--- src/rtl/exc_ctrl.sv ---
// rtl/exc_ctrl.sv - exception/interrupt entry controller: irq sync, pending, mask, undefined-instr trap
module exc_ctrl #(
    parameter int              NIRQ     = 4,
    parameter logic [NIRQ-1:0] MASK_RST = {NIRQ{1'b1}}
) (
    input  logic            clk,
    input  logic            reset,
    input  logic [NIRQ-1:0] irq_in,
    input  logic            mask_we,
    input  logic [NIRQ-1:0] mask_din,
    input  logic            instr_valid,
    input  logic [5:0]      opcode,
    input  logic [5:0]      funct,
    input  logic            pc_kernel,
    input  logic            eret,
    output logic            exc_req,
    output logic [2:0]      exc_pcsrc,
    output logic [3:0]      exc_cause,
    output logic [NIRQ-1:0] irq_ack,
    output logic [NIRQ-1:0] pending,
    output logic [NIRQ-1:0] irq_mask,
    output logic            in_isr
);

    typedef enum logic [1:0] {
        IDLE = 2'd0,
        TAKE = 2'd1,
        ISR  = 2'd2
    } state_t;

    state_t          state, state_d;
    logic [NIRQ-1:0] sync1, sync2, sync3;
    logic [NIRQ-1:0] rise;
    logic            illegal;
    logic [NIRQ-1:0] eligible;
    logic [NIRQ-1:0] win_onehot;
    logic [2:0]      win_idx;
    logic            found;
    logic            exc_req_d;
    logic [2:0]      exc_pcsrc_d;
    logic [3:0]      exc_cause_d;
    logic [NIRQ-1:0] irq_ack_d;

    assign rise   = sync2 & ~sync3;
    assign in_isr = (state == ISR);

    // Synchroniser, edge-detect stage and pending latch; a fresh rise beats the ack clear
    always_ff @(posedge clk or negedge reset) begin
        if (!reset) begin
            sync1    <= '0;
            sync2    <= '0;
            sync3    <= '0;
            pending  <= '0;
            irq_mask <= MASK_RST;
        end else begin
            sync1   <= irq_in;
            sync2   <= sync1;
            sync3   <= sync2;
            pending <= (pending & ~irq_ack) | rise;
            if (mask_we)
                irq_mask <= mask_din;
        end
    end

    always_comb begin
        illegal = 1'b1;
        case (opcode)
            6'h00: begin
                case (funct)
                    6'h00, 6'h02, 6'h03, 6'h08, 6'h09,
                    6'h20, 6'h21, 6'h22, 6'h23, 6'h24, 6'h25, 6'h26, 6'h27,
                    6'h2a, 6'h2b: illegal = 1'b0;
                    default:      illegal = 1'b1;
                endcase
            end
            6'h01, 6'h02, 6'h03, 6'h04, 6'h05, 6'h06, 6'h07, 6'h08,
            6'h09, 6'h0a, 6'h0b, 6'h0c, 6'h0f, 6'h23, 6'h2b: illegal = 1'b0;
            default: illegal = 1'b1;
        endcase
    end

    // Lowest-index enabled pending channel wins
    always_comb begin
        eligible   = pending & irq_mask;
        win_onehot = '0;
        win_idx    = 3'd0;
        found      = 1'b0;
        for (int i = 0; i < NIRQ; i++) begin
            if (eligible[i] && !found) begin
                found         = 1'b1;
                win_onehot[i] = 1'b1;
                win_idx       = 3'(i);
            end
        end
    end

    always_comb begin
        state_d     = state;
        exc_req_d   = 1'b0;
        exc_pcsrc_d = 3'h0;
        exc_cause_d = 4'h0;
        irq_ack_d   = '0;
        case (state)
            IDLE: begin
                if (instr_valid && !pc_kernel && (illegal || found)) begin
                    state_d   = TAKE;
                    exc_req_d = 1'b1;
                    if (illegal) begin
                        exc_pcsrc_d = 3'h5;
                        exc_cause_d = 4'h1;
                    end else begin
                        exc_pcsrc_d = 3'h4;
                        exc_cause_d = {1'b1, win_idx};
                        irq_ack_d   = win_onehot;
                    end
                end
            end
            TAKE:    state_d = ISR;
            ISR:     if (instr_valid && eret) state_d = IDLE;
            default: state_d = IDLE;
        endcase
    end

    // Entry outputs are registered so they are high exactly for the TAKE cycle
    always_ff @(posedge clk or negedge reset) begin
        if (!reset) begin
            state     <= IDLE;
            exc_req   <= 1'b0;
            exc_pcsrc <= 3'h0;
            exc_cause <= 4'h0;
            irq_ack   <= '0;
        end else begin
            state     <= state_d;
            exc_req   <= exc_req_d;
            exc_pcsrc <= exc_pcsrc_d;
            exc_cause <= exc_cause_d;
            irq_ack   <= irq_ack_d;
        end
    end

endmodule

--- config.mk ---
export PLATFORM = sky130hd
export DESIGN_NAME = exc_ctrl
export DESIGN_NICKNAME = d
export VERILOG_FILES = /design/src/rtl/exc_ctrl.sv
export SDC_FILE = /design/constraint.sdc
export NUM_CORES = 1
export LEC_CHECK = 0
export ABC_AREA = 1
export BUFFER_PORTS_ARGS = -buffer_cell sky130_fd_sc_hd__clkbuf_2
export CORE_UTILIZATION = 30
export DETAILED_ROUTE_END_ITERATION = 16
export PLACE_DENSITY = 0.66
export SYNTH_ARGS = -nofsm -noshare
export SYNTH_HDL_FRONTEND = slang
export SYNTH_SLANG_ARGS = --single-unit
--- constraint.sdc ---
create_clock -name clk -period 1.4 [get_ports clk]
set_clock_uncertainty 0.1 [all_clocks]
set_input_delay 0.14 -clock clk [delete_from_list [all_inputs] [get_ports clk]]
set_output_delay 0.14 -clock clk [all_outputs]
set_load 0.005 [all_outputs]
---- Word level (Yosys, flattened, before mapping) ----
Memories as Yosys holds them, arrays and structs flattened.
Index checks and enable logic that the tools add are counted.
operators by class
  eq/ne operators ......................... 19
  bitwise operators ....................... 6
  reductions and logical operators ........ 15
  multiplexer cells ....................... 25
operators with widths
  cell                                                   count
  equality test 6 x 4 -> 1 bit, second input constant    6
  equality test 6 x 3 -> 1 bit, second input constant    4
  two-way mux 4 bit                                      6
  OR reduction 15 bit                                    1
  bitwise AND 4 bit                                      3
  equality test 6 x 2 -> 1 bit, second input constant    2
  equality test 6 bit, second input constant             2
  two-way mux 3 bit                                      4
  two-way mux 1 bit                                      11
  inverter 4 bit                                         2
  equality test 6 x 1 -> 1 bit, second input constant    1
  logical AND 1 bit                                      6
  zero test 6 bit                                        1
  one-hot mux 2 bit (3 select lines)                     1
  zero test 1 bit                                        4
  two-way mux 2 bit                                      2
  bitwise OR 4 bit                                       1
  equality test 2 x 1 -> 1 bit, second input constant    1
  equality test 2 bit, second input constant             1
  zero test 2 bit                                        1
  inequality test 2 x 1 -> 1 bit, second input constant  1
  inequality test 2 bit, second input constant           1
  one-hot mux 1 bit (2 select lines)                     1
  AND reduction 2 bit                                    1
  logical OR 1 bit                                       1
storage, ports and cells
  memory bits (read-only) ................. 64
  input bits .............................. 26
  register bits after elaboration ......... 34
  word-level logic and storage cells ...... 76
  memories kept ........................... 1
  output and inout bits ................... 21
memories
  name             depth  width  read ports  clocked after memory_dff  wr ports  line  text
  (no name shown)  64     1      1           0                         0         69    case (funct)

---- Depth between registers and ports, before layout ----
  depth after elaboration ................. 15
  gate-level depth with buffers ........... 9
  mapped depth without buffers ............ 9

---- Worst setup path after synthesis ----
Ideal clock, no wire load.
  path kind ............................... reg2reg
  start ................................... reg irq_mask[0]
  end ..................................... reg exc_cause[1]
  path slack .............................. 0.171 ns
  stages on the path, launching flop included .. 7
  setup time .............................. 0.066 ns
  clock period less this slack ............ 1.229 ns
  arrival ................................. 1.062 ns
  path buffers ............................ 0
  path through ............................ dfstp_2 -> nand2_1 -> nand3_2 -> nor2_2 -> nor2_4 -> nand4_1 -> nand2_1
on the way
  cells in the longest elaborated chain, start to end .. 15
  elaborated cells between the ends (all ways) .. 18
RTL lines
  item                      line  text
  from (decl)               21    output logic [NIRQ-1:0] irq_mask,
  from (signal assigned)    61    irq_mask <= mask_din;
  bitwise AND 4 bit (*)     84    eligible = pending & irq_mask;
  two-way mux 1 bit (*)     89    if (eligible[i] && !found) begin
  zero test 1 bit           89
  logical AND 1 bit         89
  two-way mux 1 bit (*)     89
  zero test 1 bit           89
  logical AND 1 bit         89
  two-way mux 1 bit         89
  zero test 1 bit           89
  logical AND 1 bit         89
  two-way mux 1 bit         89
  logical OR 1 bit          105   if (instr_valid && !pc_kernel && (illegal || found)) begin
  logical AND 1 bit         105
  two-way mux 4 bit (*)     105
  two-way mux 4 bit (*)     103   case (state)
  named net exc_cause_d[1]  41    logic [3:0] exc_cause_d;
  to (signal assigned)      136   exc_cause <= exc_cause_d;
  to (decl)                 18    output logic [3:0] exc_cause,
Mark *: on every way through the listed nets, which the timed path passes. The rest lies on a longest branch.
A chain may end at the register's enable or synchronous reset.

---- Final worst setup path ----
  start ................................... reg irq_mask[1]
  end ..................................... reg irq_ack[0]
on the way
  cells in the longest elaborated chain, start to end .. 13
RTL lines
  item                    line  text
  bitwise AND 4 bit (*)   84
  logical AND 1 bit (*)   89
  two-way mux 1 bit (*)   89
  zero test 1 bit         89
  logical AND 1 bit       89
  two-way mux 1 bit (*)   89
  zero test 1 bit         89
  logical AND 1 bit       89
  two-way mux 1 bit (*)   89
  logical OR 1 bit (*)    105
  logical AND 1 bit (*)   105
  two-way mux 4 bit (*)   105
  two-way mux 4 bit (*)   103
  named net irq_ack_d[0]  42    logic [NIRQ-1:0] irq_ack_d;
  to (signal assigned)    137   irq_ack <= irq_ack_d;
  to (decl)               19    output logic [NIRQ-1:0] irq_ack,
Marks and branches as above.

==> flow_summary.ini <==
[die]
core_area_sq_mm = 0.00377
rows = 22
initial_utilization_pct = 32.1
fp.dieW_microns = 65.5
die_area_sq_mm = 0.00430
die_h_microns = 65.5
io_pins = 47

[routing]
ant_nets = 0
drc = 0
routed_wl_microns = 2190
viasPerCell = 4.05
vias = 894
wire_per_inst_microns = 9.90
dr.pass1.iters = 2
drt_iter0_drc = 24

[pwr]
p_leak_uw = 0.000931
p_seq_share_pct = 50.2
p_sw_uw = 521
vdd_drop_max_mv = 0.675
internal_power_uw = 1520
p_clk_share_pct = 35.1
combPwrFrac_pct = 14.7
powerDensity_mw_per_mm2 = 1230
switching_share_pct = 25.5

[critical_path]
critical_path_required_ns = 1.51
endpoint_kind = register
crit_type = register to register
cpMaxStageDelayCell = dfstp_2
crit_arrival_ns = 1.41
crit_top_cell = nand3_2
start_kind = register
worst-path-buf-inv = 0
cp_max_fo = 5
crit_chain = nand2_1 > nand3_2 > nor2_2 > nor2_4 > nand3_2 > nor2_1
cpPeakStageDelay_ns = 0.54
crit_family = simple AND/OR/NAND/NOR gates

[grt]
grtUsageTotal_pct = 11.8
grt_overflow = 0
antenna_found_initial = 0
grt_pass1_wl_microns = 3580
grt_max_degree = 32
grt_pass1_vias = 833

[synth]
yosys.cell_types.count = 19
yosysWarningCount = 0
synth_seq_cells = 31
synth_top_area_cell = dfrtp_1
ys_seq_area_share_pct = 64.5
synth.top_cells.by_area = dfrtp_1 (56%), dfstp_2 (8.7%), inv_1 (6.2%)
yosysTopAreaCellShare_pct = 55.8
syn-cell-area_sq_mm = 0.00121
syn_area_per_cell_sq_um = 10.7
syn_inst = 113

[cells_and_area]
mostFrequentLayoutCell = clkbuf_2
regArea_sq_um = 781
multiInputGateArea_sq_um = 339
fin_nets = 198
final_cells = 221
area_growth_pct = 37.4
design_area_sq_mm = 0.00166
fillCellCount = 348
antenna-diode-count = 0
drive_above_1_share_pct = 42.8
final_cell_mix = clkbuf_2 (44), dfrtp_1 (27), inv_1 (20)

[status]
outcome = finished, final reports clean

[worst_hold_path]
hold_path_class = primary input to register

[placement]
dpl_cell_area_sq_mm = 0.00148
numPortBuffers = 44
detailedPlacementHpwl_microns = 1610
placed_cells = 204
gp_congestion = 0.859

[sta]
rsz0062_at_grt = false
tns_ns = 0
fin_hold_ws_ns = 0.0289
final.min_clock_period_ns = 1.29
hold_viol = 0
max_freq_mhz = 774
finalCritPeriodShare_pct = 92.2
setup_viol = 0
finalMaxSlewViolations = 0

[clocking]
clock_latency_ns = 0.29
numCtsBuffers = 5
cts.path.max_buffers = 2
cts.htree.levels = 2
root_buffer = clkbuf_8
clkTransAtPathRegs_ns = 0.07
cts_tree = yes
cts_num_sinks = 31

[run]
maxCapViolCount = 0
==> synth_stat cells <==
library cell	n
nand2_1	19
nor2_2	3
dfstp_2	4
conb_1	1
dfrtp_1	27
nand4_1	3
mux2_2	4
nand3_1	2
buf_4	3
o22ai_1	4
nand2_4	1
nor2_1	9
a21oi_1	2
nand2_2	4
inv_1	20
or2_4	1
nor2_4	1
nand3_2	3
o21ai_0	2
==> registers in the layout (all words and copies together) (netlist names) <==
register and count:
sync1 4, exc_pcsrc 1, irq_mask 4, pending 4, exc_cause 3, sync2 4
sync3 4, irq_ack 4, state 2, exc_req 1
==> routing by layer <==
layer | track usage, % | up-vias | share of wire, %
li1 | - | 461 | -
met1 | 13.5 | 396 | 44
met2 | 17.4 | 31 | 45
met3 | 6.94 | 6 | 8.5
met4 | 5.71 | 0 | 1.9
met5 | 0 | - | 0
==> worst register-to-register path, delay by kind of cell, from the launching register on <==
family / cells / cell delay [ns]
DFF: 1 / 0.54
and+or+nand+nor: 6 / 0.58
==> worst paths after layout <==
path / slack, ns / from / cells after the start / end
setup reg to reg: 0.11 / irq_mask[1] / 6 / irq_ack[0]
hold reg to reg: 0.25 / sync1[1] / 0 / sync2[1]
max in group asynchronous: 0.58 / reset / 3 / irq_mask[0]
min in group asynchronous: 0.30 / reset / 3 / sync1[3]
setup / recovery: 0.11 / irq_mask[1] / 6 / irq_ack[0]
hold / removal: 0.03 / eret / 4 / state[1]
==> kinds of logic after synthesis <==
group / share of synthesized area [%]
compound gates: 3.72
buf+inv: 8.06
flops: 64.5
mux: 3.72
other cells: 0.310
simple gates: 19.7
==> metrics by stage <==
stage                     power [uW]  util [%]  worst slack [ns]
final                           2040      44.1             0.109
after global routing            2150      44.1           0.00280
after CTS                       2070      44.1            0.0777
after detailed placement        1330      39.3            0.0890
after global placement          1320      39.3             0.125
after floorplan                 1190         -             0.171
==> repair_timing <==
| item | CTS | global route |
|---|---|---|
| setup buffers | 0 | 0 |
| endpoints found under the setup margin | 0 | 1 |
| hold endpoints to repair | 35 | 0 |
| hold buffers | 9 | 0 |
| gates resized for setup | 0 | 1 |
==> cell type report <==
cell class | instances | share of cell area [%]
clock buffers | 7 | 5.19
clock inverters | 1 | 0.301
multi-input cells | 60 | 20.4
well taps | 48 | 3.61
inverters | 20 | 4.51
flip-flops and latches | 31 | 46.9
repair buffers | 54 | 19.1
==> power groups by stage <==
stage / registers (uW) / logic [uW] / clock network (uW)
2_1_floorplan: 1040 / 156 / 0
3_3_place_gp: 1040 / 282 / 0
3_5_place_dp: 1040 / 288 / 0
4_1_cts: 1020 / 309 / 735
5_1_grt: 1030 / 346 / 777
6_report: 1020 / 301 / 716
No activity file was read; power rests on OpenSTA's default activity.
